[config.mk]
export PLATFORM = sky130hd
export DESIGN_NAME = slot_alloc_tracker
export DESIGN_NICKNAME = d
export VERILOG_FILES = /design/src/rtl/slot_alloc_tracker.sv
export SDC_FILE = /design/constraint.sdc
export NUM_CORES = 1
export LEC_CHECK = 0
export ABC_AREA = 1
export BUFFER_PORTS_ARGS = -buffer_cell sky130_fd_sc_hd__buf_2
export CAP_MARGIN = 20
export CORE_MARGIN = 2
export CORE_UTILIZATION = 55
export CTS_CLUSTER_SIZE = 12
export DETAILED_ROUTE_END_ITERATION = 6
export GPL_ROUTABILITY_DRIVEN = 1
export PLACE_DENSITY_LB_ADDON = 0.08
export SKIP_LAST_GASP = 1
export SLEW_MARGIN = 15
export SYNTH_ARGS = -nofsm -noshare
export SYNTH_HDL_FRONTEND = slang
export SYNTH_SLANG_ARGS = --single-unit
[constraint.sdc]
create_clock -name clk -period 6 [get_ports clk]
set_input_delay 0.9 -clock clk [delete_from_list [all_inputs] [get_ports clk]]
set_output_delay 0.9 -clock clk [all_outputs]
set_load 0.005 [all_outputs]
[src/rtl/slot_alloc_tracker.sv]
// slot_alloc_tracker
//   Tracks which of WIDTH hardware slots are in use and hands out free slot
//   indices on request. An allocation takes the highest-numbered free slot.
//   A release clears one slot by index. A flush frees every slot. This block
//   is the only owner of the busy/free state.
//
// Ports
//   clk        system clock, rising edge
//   rst        synchronous active-high reset
//   alloc_req  request one slot this cycle
//   alloc_ack  registered pulse: grant made, alloc_idx valid
//   alloc_nak  registered pulse: request refused (full or flush)
//   alloc_idx  last granted slot index, held until the next grant
//   rel_req    release slot rel_idx this cycle
//   rel_idx    slot to release
//   rel_err    registered pulse: illegal release, ignored
//   flush      free all slots
//   busy_map   occupancy bitmap, bit i set = slot i in use
//   count      number of occupied slots, 0..WIDTH
//   full       count == WIDTH
//   empty      count == 0
module slot_alloc_tracker #(
  parameter int WIDTH = 16,
  parameter int IDXW  = 5
) (
  input  logic             clk,
  input  logic             rst,
  input  logic             alloc_req,
  output logic             alloc_ack,
  output logic             alloc_nak,
  output logic [IDXW-1:0]  alloc_idx,
  input  logic             rel_req,
  input  logic [IDXW-1:0]  rel_idx,
  output logic             rel_err,
  input  logic             flush,
  output logic [WIDTH-1:0] busy_map,
  output logic [IDXW-1:0]  count,
  output logic             full,
  output logic             empty
);

  localparam logic [IDXW-1:0]  FULL_CNT = IDXW'(WIDTH);
  localparam logic [WIDTH-1:0] ONE_HOT0 = WIDTH'(1);

  // Highest index whose bit is clear. Ascending scan so the last hit wins.
  function automatic logic [IDXW-1:0] find_free(input logic [WIDTH-1:0] m);
    logic [IDXW-1:0] sel;
    sel = '0;
    for (int i = 0; i < WIDTH; i++) begin
      if (!m[i]) sel = IDXW'(i);
    end
    return sel;
  endfunction

  logic [IDXW-1:0]  sel_p0;
  logic             grant_p0;
  logic [WIDTH-1:0] set_mask_p0;
  logic             rel_in_range_p0;
  logic [WIDTH-1:0] rel_onehot_p0;
  logic             rel_legal_p0;
  logic [WIDTH-1:0] clr_mask_p0;

  assign full  = (count == FULL_CNT);
  assign empty = (count == '0);

  always_comb begin
    sel_p0          = find_free(busy_map);
    grant_p0        = alloc_req && !full && !flush;
    set_mask_p0     = grant_p0 ? (ONE_HOT0 << sel_p0) : '0;
    // Out-of-range indices decode to an empty mask, so they never look legal.
    rel_in_range_p0 = (rel_idx < FULL_CNT);
    rel_onehot_p0   = rel_in_range_p0 ? (ONE_HOT0 << rel_idx) : '0;
    rel_legal_p0    = rel_req && |(rel_onehot_p0 & busy_map);
    // Flush drops a concurrent release without reporting it.
    clr_mask_p0     = (rel_legal_p0 && !flush) ? rel_onehot_p0 : '0;
  end

  // ---- registered state and pulses (stage p0 -> outputs) ----
  // The granted bit is free and the released bit is busy before the edge,
  // so set and clear masks never overlap and can be applied together.
  always_ff @(posedge clk) begin
    if (rst) begin
      busy_map  <= '0;
      count     <= '0;
      alloc_idx <= '0;
      alloc_ack <= 1'b0;
      alloc_nak <= 1'b0;
      rel_err   <= 1'b0;
    end else begin
      alloc_ack <= grant_p0;
      alloc_nak <= alloc_req && !grant_p0;
      rel_err   <= rel_req && !flush && !rel_legal_p0;
      if (grant_p0) alloc_idx <= sel_p0;
      if (flush) begin
        busy_map <= '0;
        count    <= '0;
      end else begin
        busy_map <= (busy_map & ~clr_mask_p0) | set_mask_p0;
        case ({grant_p0, |clr_mask_p0})
          2'b10:   count <= count + 1'b1;
          2'b01:   count <= count - 1'b1;
          default: count <= count;
        endcase
      end
    end
  end

endmodule
==> results of run 1 <==
kinds of logic (layout without fill, tap and decap cells):
family / Yosys count / after routing
AOI/OAI and AO/OA: 35 / 35
xor gates and xnor gates: 5 / 5
other: 1 / 1
and+or+nand+nor: 153 / 153
DFF: 28 / 28
adders and majority gates: 3 / 3
buffers and inverters: 39 / 76
per-layer routing:
metal / share of wire / wire length (µm)
met1: 0.49 / 1990
met2: 0.43 / 1740
met3: 0.069 / 281
met4: 0.011 / 46
met5: 0 / 0
per-stage QoR:
step / power [µW] / setup slack (ns) / hold slack [ns] / instance area (µm²) / util
after floorplan: 215 / 2.63 / 0.473 / 1680 / -
final: 315 / 2.46 / 0.505 / 1920 / 0.643
after global routing: 334 / 2.12 / 0.546 / 1920 / 0.643
after global placement: 227 / 2.25 / 0.471 / 1880 / 0.631
after detailed placement: 227 / 2.17 / 0.481 / 1880 / 0.631
after CTS: 320 / 2.51 / 0.508 / 1920 / 0.643
state kept, by name, indices dropped and copies added (netlist names):
name / count
busy_map: 16
count: 5
alloc_idx: 4
alloc_ack: 1
alloc_nak: 1
rel_err: 1
cell type report:
| cell class | instances | area share |
|---|---|---|
| multi-input cells | 197 | 0.500 |
| inverters | 33 | 0.0647 |
| clock buffers | 4 | 0.0189 |
| well taps | 33 | 0.0216 |
| repair buffers | 39 | 0.102 |
| flip-flops and latches | 28 | 0.293 |
worst max-delay path by stage:
stage / cells past startpoint / end
after detailed placement: 20 / count[4]$_SDFFE_PP0P_
after floorplan: 21 / count[4]$_SDFFE_PP0P_
final: 21 / count[4]$_SDFFE_PP0P_
after global placement: 20 / count[4]$_SDFFE_PP0P_
after CTS: 21 / count[4]$_SDFFE_PP0P_
after global routing: 21 / count[4]$_SDFFE_PP0P_
critical path: stages:
cell and delay [ns]:
buf_2 0.13, inv_1 0.06, nor3_1 0.31, and2_1 0.21, nand2_1 0.06, nand4_1 0.07
nor2_1 0.05, nand2_1 0.09, nand3_2 0.14, inv_2 0.24, ha_1 0.34, xor2_1 0.22
ha_1 0.18, inv_1 0.04, nand2_1 0.09, nand2_1 0.06, o21ai_0 0.20, o21ai_0 0.11
a21oi_1 0.17, o21bai_1 0.08, a21oi_1 0.10
power by group:
group	leakage (µW)	switching, µW	internal, µW	total, µW
combinational	0.000646	20.0	10.8	30.8
sequential	0.000227	2.47	190	192
clock	0.0000210	55.3	37.2	92.5
total	0.000894	77.8	238	315
cell usage in the layout (no fill, tap or decap), drive strengths merged, types with 3 or more instances in the layout:
cell	instances
nand4	16
ha	3
nand3	17
nand2	65
o21ai	13
clkbuf	4
a21oi	17
inv	33
xor2	3
buf	39
nor2	48
dfxtp	28
==> results_dict.tcl, run 1 <==
set metrics [dict create \
    fin_crit_ns 3.54 \
    final_cell_count_no_fill 334 \
    core_area_mm2 0.00298 \
    gp_congestion 0.942 \
    synthArstFlopShare 0 \
    gr-max-usage-layer "met2" \
    ctsHoldBuffers 0 \
    die_w_um 59.3 \
    drive_gt1_frac 0.183 \
    synth-edff-count 0 \
    cts_buffers 3 \
    syn_area_per_cell_um2 6.38 \
    tritoncts "done" \
    rsz0062_at_grt "no" \
    dp.cells 330 \
    ios 41 \
    p_leak_uw 0.000894 \
    cts.htree.levels 1 \
    synth-seq-area-share 0.333 \
    ys_ff_latch 28 \
    use_met1 0.368 \
    synth_top_area_frac 0.333 \
    die_h_um 59.3 \
    synth_compound_area_frac 0.121 \
    clockBufferDepth 2 \
    grt_pass1_wl_mm 6.52 \
    synth-xor-area-share 0.0260 \
    drv_cap 0 \
    synth_top_family_by_area "simple AND/OR/NAND/NOR gates" \
    syn-cell-area_mm2 0.00168 \
    relSlewSlack 0.483 \
    peakVddDrop_mv 0.141 \
    die_area_mm2 0.00352 \
    synthAdderAreaFrac 0.0223 \
    worstPathRequired_ns 6.28 \
    ant_nets 0 \
    grt_pass1_vias 1430 \
    dp_hpwl_mm 3.15 \
    layout.area.seq_um2 561 \
    met2_usage 0.370 \
    clock-root-buffer "clkbuf_4" \
    num_vias 1775 \
    reg2reg_depth 17 \
    reg2reg_slack_ns 3.02 \
    wire_per_inst_um 12.1 \
    synth.top_cells.by_area "dfxtp_1 33%, nand2_1 14%, nor2_1 10%" \
    drc 0 \
    cp.arrival_ns 3.82 \
    use_met3 0.0262 \
    fillers 282 \
    status "completed" \
    rr_endpoint "count[4]$_SDFFE_PP0P_" \
    viasPerCell 5.31 \
    hold_path_end "count[4]$_SDFFE_PP0P_" \
    synth_most_common_cell "nand2_1" \
    endpoint_kind "flip-flop" \
    grt_antenna_before_repair 0 \
    muxShareOfSynthArea 0 \
    ys_top_cells_by_count "61 x nand2_1, 47 x nor2_1, 31 x inv_1, 28 x dfxtp_1" \
    worst_slew_pin_slew_ns 0.774 \
    post_cts_resize_count 0 \
    overflow 0 \
    fin_tns_setup_ns 0 \
    antenna_cells 0 \
    fin_skew_ns 0.00385 \
    multi_input_area_um2 958 \
    clk_pin_slew_worst_paths_ns 0.15 \
    rows 20 \
    path_class "in2reg" \
    synthSimpleGateAreaFrac 0.397 \
    wl_mm 4.06 \
    area.growth.synth_to_final_pct 13.7 \
    crit_path_start "rel_idx[0]" \
    power.density_mw_per_mm2 165 \
    clock-sinks 28 \
    worst_setup_path_start_kind "input port" \
    fmax_ghz 0.283 \
    hold_depth 1 \
    synthCells 264 \
    synth.distinct_cells 31 \
    start_util 0.566 \
    r2r_start "busy_map[15]$_SDFF_PP0_" \
    slew_viol_final 0 \
    drt_first_pass_iters 4 \
    critPathMaxFanout 13 \
    synthFlopType "dfxtp_1" \
    final.period_utilization 0.590 \
    clk_latency_ns 0.33 \
    io_buffers 39 \
    nets 315 \
    track_usage 0.245 \
    grt_max_degree 23 \
    yosysWarnings 0 \
    min_from "count[4]$_SDFFE_PP0P_" \
    hold_viol 0 \
    yosys.area.top_type "dfxtp_1" \
    setup_viol 0 \
    syn-num-nets 277 \
    post_cts_buffers 0 \
    drtIter0Drc 108 \
    hp-class "reg2reg" \
]
No activity file was read; power rests on OpenSTA's default activity.
==> inputs of run 2 (changes only) <==
Settings changed: CORE_UTILIZATION 55 to 48.
Clock period 6 ns to 3 ns, I/O delays scaled along.
==> results_dict.tcl, run 2 (synthesis results as in run 1) <==
set metrics [dict create \
    status "completed" \
    grt_pass1_wl_mm 6.98 \
    clk_pin_slew_worst_paths_ns 0.16 \
    layout_common_cells "61 x nand2_1, 47 x nor2_1, 39 x buf_2" \
    grt_pass1_vias 1539 \
    dp_hpwl_mm 3.26 \
    worst_slew_pin_slew_ns 0.749 \
    peakVddDrop_mv 0.227 \
    die_w_um 63.2 \
    final_cell_count_no_fill 353 \
    largest_register_ffs 16 \
    top_register "busy_map" \
    io_buffers 39 \
    path_class "in2reg" \
    cts_buffers 3 \
    hp-class "in2reg" \
    slew_viol_final 0 \
    post_cts_buffers 0 \
    ios 41 \
    rows 21 \
    tritoncts "done" \
    final.period_utilization 0.878 \
    post_cts_resize_count 0 \
    rsz0062_at_grt "no" \
    cts.htree.levels 1 \
    clockBufferDepth 2 \
    track_usage 0.220 \
    drive_gt1_frac 0.199 \
    clock-root-buffer "clkbuf_4" \
    endpoint_kind "flip-flop" \
    overflow 0 \
    hold_viol 0 \
    gp_congestion 0.969 \
    cp.arrival_ns 2.93 \
    fmax_ghz 0.380 \
    critPathMaxFanout 7 \
    drv_cap 0 \
    worstPathRequired_ns 3.29 \
    relSlewSlack 0.500 \
    drc 0 \
    ctsHoldBuffers 0 \
    fin_tns_setup_ns 0 \
    fin_crit_ns 2.63 \
    area.growth.synth_to_final_pct 18.4 \
    final_common_cell "nand2_1" \
    num_vias 1784 \
    grt_max_degree 23 \
    finalPower_uw 703 \
    dp.cells 349 \
    viasPerCell 5.05 \
    wire_per_inst_um 12.1 \
    worst_setup_path_start_kind "input port" \
    fin_skew_ns 0.00598 \
    die_h_um 63.2 \
    wl_mm 4.28 \
    ant_nets 0 \
    largest_registers "busy_map (16), count (5), alloc_idx (4)" \
    power.density_mw_per_mm2 352 \
    antenna_cells 0 \
    setup_viol 0 \
    clock-sinks 28 \
    p_leak_uw 0.000931 \
    start_util 0.501 \
    die_area_mm2 0.00400 \
    core_area_mm2 0.00336 \
    grt_antenna_before_repair 0 \
    clk_latency_ns 0.34 \
    nets 321 \
    drtIter0Drc 165 \
    drt_first_pass_iters 4 \
]
## run 2: through the flow
step                      hold WS [ns]  utilization  worst slack [ns]  instance area [µm²]
after floorplan                  0.473            -            0.0786                 1680
after global placement           0.473        0.577            0.0886                 1940
after detailed placement         0.482        0.577            0.0471                 1940
after CTS                        0.239        0.593             0.412                 1990
after global routing             0.226        0.593             0.164                 1990
final                            0.248        0.593             0.367                 1990
## run 2: critical path: stages
cell and delay, ns:
buf_2 0.10, or2_1 0.32, nor2_2 0.18, nand2_1 0.09
nand4_1 0.11, nor2_1 0.06, nand2_1 0.09, nand3_2 0.08
inv_2 0.07, ha_1 0.17, xor2_1 0.21, ha_1 0.18
inv_1 0.04, nand2_1 0.09, nand2_1 0.06, o21ai_0 0.20
o21ai_0 0.10, a21oi_1 0.16, o21bai_1 0.08, a21oi_1 0.10
## run 2: final cells by class
| cell class | instances | area [µm²] |
|---|---|---|
| Clock inverter | 1 | 30.0 |
| Tap cell | 46 | 57.6 |
| Inverter | 33 | 124 |
| Clock buffer | 3 | 22.5 |
| Sequential cell | 28 | 561 |
| Multi-Input combinational cell | 197 | 958 |
| Timing Repair Buffer | 45 | 240 |
| Fill cell | 361 | 1370 |
## run 2: path summary, 6_finish.rpt
kind,start,depth (start not counted),slack (ns),end
setup / recovery,rel_idx[3],20,0.37,count[4]$_SDFFE_PP0P_
hold / removal,rst,2,0.25,alloc_ack$_SDFF_PP0_
setup reg to reg,busy_map[15]$_SDFF_PP0_,17,0.43,count[4]$_SDFFE_PP0P_
hold reg to reg,count[4]$_SDFFE_PP0P_,1,0.51,count[4]$_SDFFE_PP0P_
## run 2: layer usage
layer,wire length (µm),part of all wire,GRT usage,vias up
met4,51,0.012,0.0734,0
met2,1800,0.42,0.330,56
met5,0,0,0,-
met3,235,0.055,0.0161,5
li1,-,-,-,941
met1,2200,0.51,0.333,782
## run 2: report_power, final
part           leakage [µW]  switching (µW)  internal [µW]
sequential         0.000227            4.88            380
combinational      0.000676            39.6           23.3
clock             0.0000279             120            135
total              0.000931             164            538
==> inputs of run 3 (changes only) <==
Settings changed: CORE_UTILIZATION 48 to 55, CTS_BUF_LIST set to sky130_fd_sc_hd__clkbuf_8.
Clock period 3 ns to 3.3 ns, I/O delays scaled along.
==> results_dict.tcl, run 3 (synthesis results as in run 1) <==
set metrics [dict create \
    post_cts_resize_count 0 \
    nets 317 \
    layout_common_cells "61 x nand2_1, 47 x nor2_1, 39 x buf_2" \
    post_cts_buffers 0 \
    start_util 0.566 \
    clock-sinks 28 \
    dp_hpwl_mm 3.36 \
    grt_antenna_before_repair 0 \
    core_area_mm2 0.00298 \
    r2r_start "count[0]$_SDFFE_PP0P_" \
    slowest_delay_ns 0.36 \
    overflow 0 \
    critPathMaxFanout 7 \
    cp_top_family "simple AND/OR/NAND/NOR gates" \
    relSlewSlack 0.507 \
    rows 20 \
    die_w_um 59.3 \
    area.growth.synth_to_final_pct 16.7 \
    path_buf_inv 3 \
    fmax_ghz 0.350 \
    reg2reg_slack_ns 0.59 \
    final.period_utilization 0.867 \
    hold_viol 0 \
    drt_first_pass_iters 4 \
    setup_viol 0 \
    worst_setup_path_start_kind "input port" \
    die_area_mm2 0.00352 \
    viasPerCell 5.29 \
    ios 41 \
    drv_cap 0 \
    min_from "rst" \
    fin_crit_ns 2.86 \
    multi_input_area_um2 958 \
    hold_depth 2 \
    top_register "busy_map" \
    power.density_mw_per_mm2 345 \
    clk_latency_ns 0.28 \
    path_class "in2reg" \
    ant_nets 0 \
    crit_path_top_delay_cell "nor3_1" \
    hp-class "in2reg" \
    status "completed" \
    gp_congestion 0.905 \
    rsz0062_at_grt "no" \
    fin_tns_setup_ns 0 \
    cp.arrival_ns 3.08 \
    num_vias 1778 \
    fillers 293 \
    largest_registers "busy_map (16), count (5), alloc_idx (4)" \
    reg2reg_depth 16 \
    grt_pass1_wl_mm 6.80 \
    cts.htree.levels 1 \
    endpoint_kind "flip-flop" \
    tritoncts "done" \
    clock-root-buffer "clkbuf_8" \
    track_usage 0.260 \
    grt_pass1_vias 1451 \
    largest_register_ffs 16 \
    slew_viol_final 0 \
    layout.area.seq_um2 561 \
    fin_skew_ns 0.00453 \
    p_leak_uw 0.000920 \
    grt_max_degree 23 \
    drc 0 \
    cts_buffers 3 \
    cpMostUsedCell "nand2_1" \
    drtIter0Drc 140 \
    hold_path_end "alloc_ack$_SDFF_PP0_" \
    critical_path.cell_chain "buf_2 -> nor3_1 -> and2_1 -> nand2_1 -> nand4_1 -> nor2_1 -> nand2_1 -> nand3_2 -> inv_2 -> ha_1 -> xor2_1 -> ha_1 -> inv_1 -> nand2_1 -> nand2_1 -> o21ai_0 -> o21ai_0 -> a21oi_1 -> o21bai_1 -> a21oi_1" \
    ctsHoldBuffers 0 \
    die_h_um 59.3 \
    clk_pin_slew_worst_paths_ns 0.10 \
    antenna_cells 0 \
    postLayoutCoreUtil 0.660 \
    io_buffers 39 \
    worstPathRequired_ns 3.52 \
    final_common_cell "nand2_1" \
    peakVddDrop_mv 0.377 \
    rr_endpoint "count[4]$_SDFFE_PP0P_" \
    drive_gt1_frac 0.188 \
    wl_mm 4.32 \
    wire_per_inst_um 12.9 \
    clockBufferDepth 2 \
    worst_slew_pin_slew_ns 0.737 \
]
-- run 3: cell count changes in the layout (fill, tap and decap cells not counted) --
cell,previous run,this run
clkbuf_8,0,3
clkbuf_4,3,0
buf_4,6,2
-- run 3: worst max-delay path by stage --
stage	to	depth (start not counted)	startpoint	slack [ns]
CTS	count[4]$_SDFFE_PP0P_	20	rel_idx[2]	0.46
global placement	count[4]$_SDFFE_PP0P_	20	rel_idx[2]	0.26
floorplan	count[4]$_SDFFE_PP0P_	21	rel_idx[3]	0.33
global route	count[4]$_SDFFE_PP0P_	20	rel_idx[3]	0.10
detailed placement	count[4]$_SDFFE_PP0P_	20	rel_idx[2]	0.17
finish	count[4]$_SDFFE_PP0P_	20	rel_idx[2]	0.44
-- run 3: report_power, final --
group / leakage, µW / switching (µW) / internal, µW
clock network: 0.0000357 / 111 / 163
logic: 0.000657 / 36.1 / 19.6
registers: 0.000227 / 4.38 / 344
-- run 3: per-stage QoR --
| step | hold slack, ns | setup WS [ns] | total power, µW | cell area (µm²) | cells |
|---|---|---|---|---|---|
| 3_5_place_dp | 0.483 | 0.170 | 412 | 1890 | 332 |
| 4_1_cts | 0.369 | 0.459 | 683 | 1970 | 336 |
| 6_report | 0.375 | 0.439 | 679 | 1970 | 336 |
| 3_3_place_gp | 0.473 | 0.260 | 412 | 1890 | 332 |
| 5_1_grt | 0.376 | 0.101 | 704 | 1970 | 336 |
| 2_1_floorplan | 0.473 | 0.334 | 391 | 1680 | 264 |
-- run 3: area by class of cell --
class,count,share of cell area
clock buffers,3,0.0210
clock inverters,1,0.0153
inverters,33,0.0630
multi-input cells,197,0.488
flip-flops and latches,28,0.285
well taps,33,0.0210
repair buffers,41,0.107
-- run 3: routing by layer --
| layer | track usage | vias up | part of all wire |
|---|---|---|---|
| met5 | 0 | - | 0 |
| met4 | 0.0779 | 0 | 0.013 |
| met3 | 0.0349 | 4 | 0.069 |
| met2 | 0.369 | 58 | 0.42 |
| met1 | 0.406 | 783 | 0.50 |
| li1 | - | 933 | - |
-- run 3: worst reg2reg max path: cells and delay by family, from the launching register on --
kind,cells,cell delay (ns)
xor gates and xnor gates,1,0.21
DFF,1,0.37
buffers and inverters,3,0.21
AOI/OAI and AO/OA,5,0.65
and+or+nand+nor,5,0.81
adders and majority gates,2,0.41
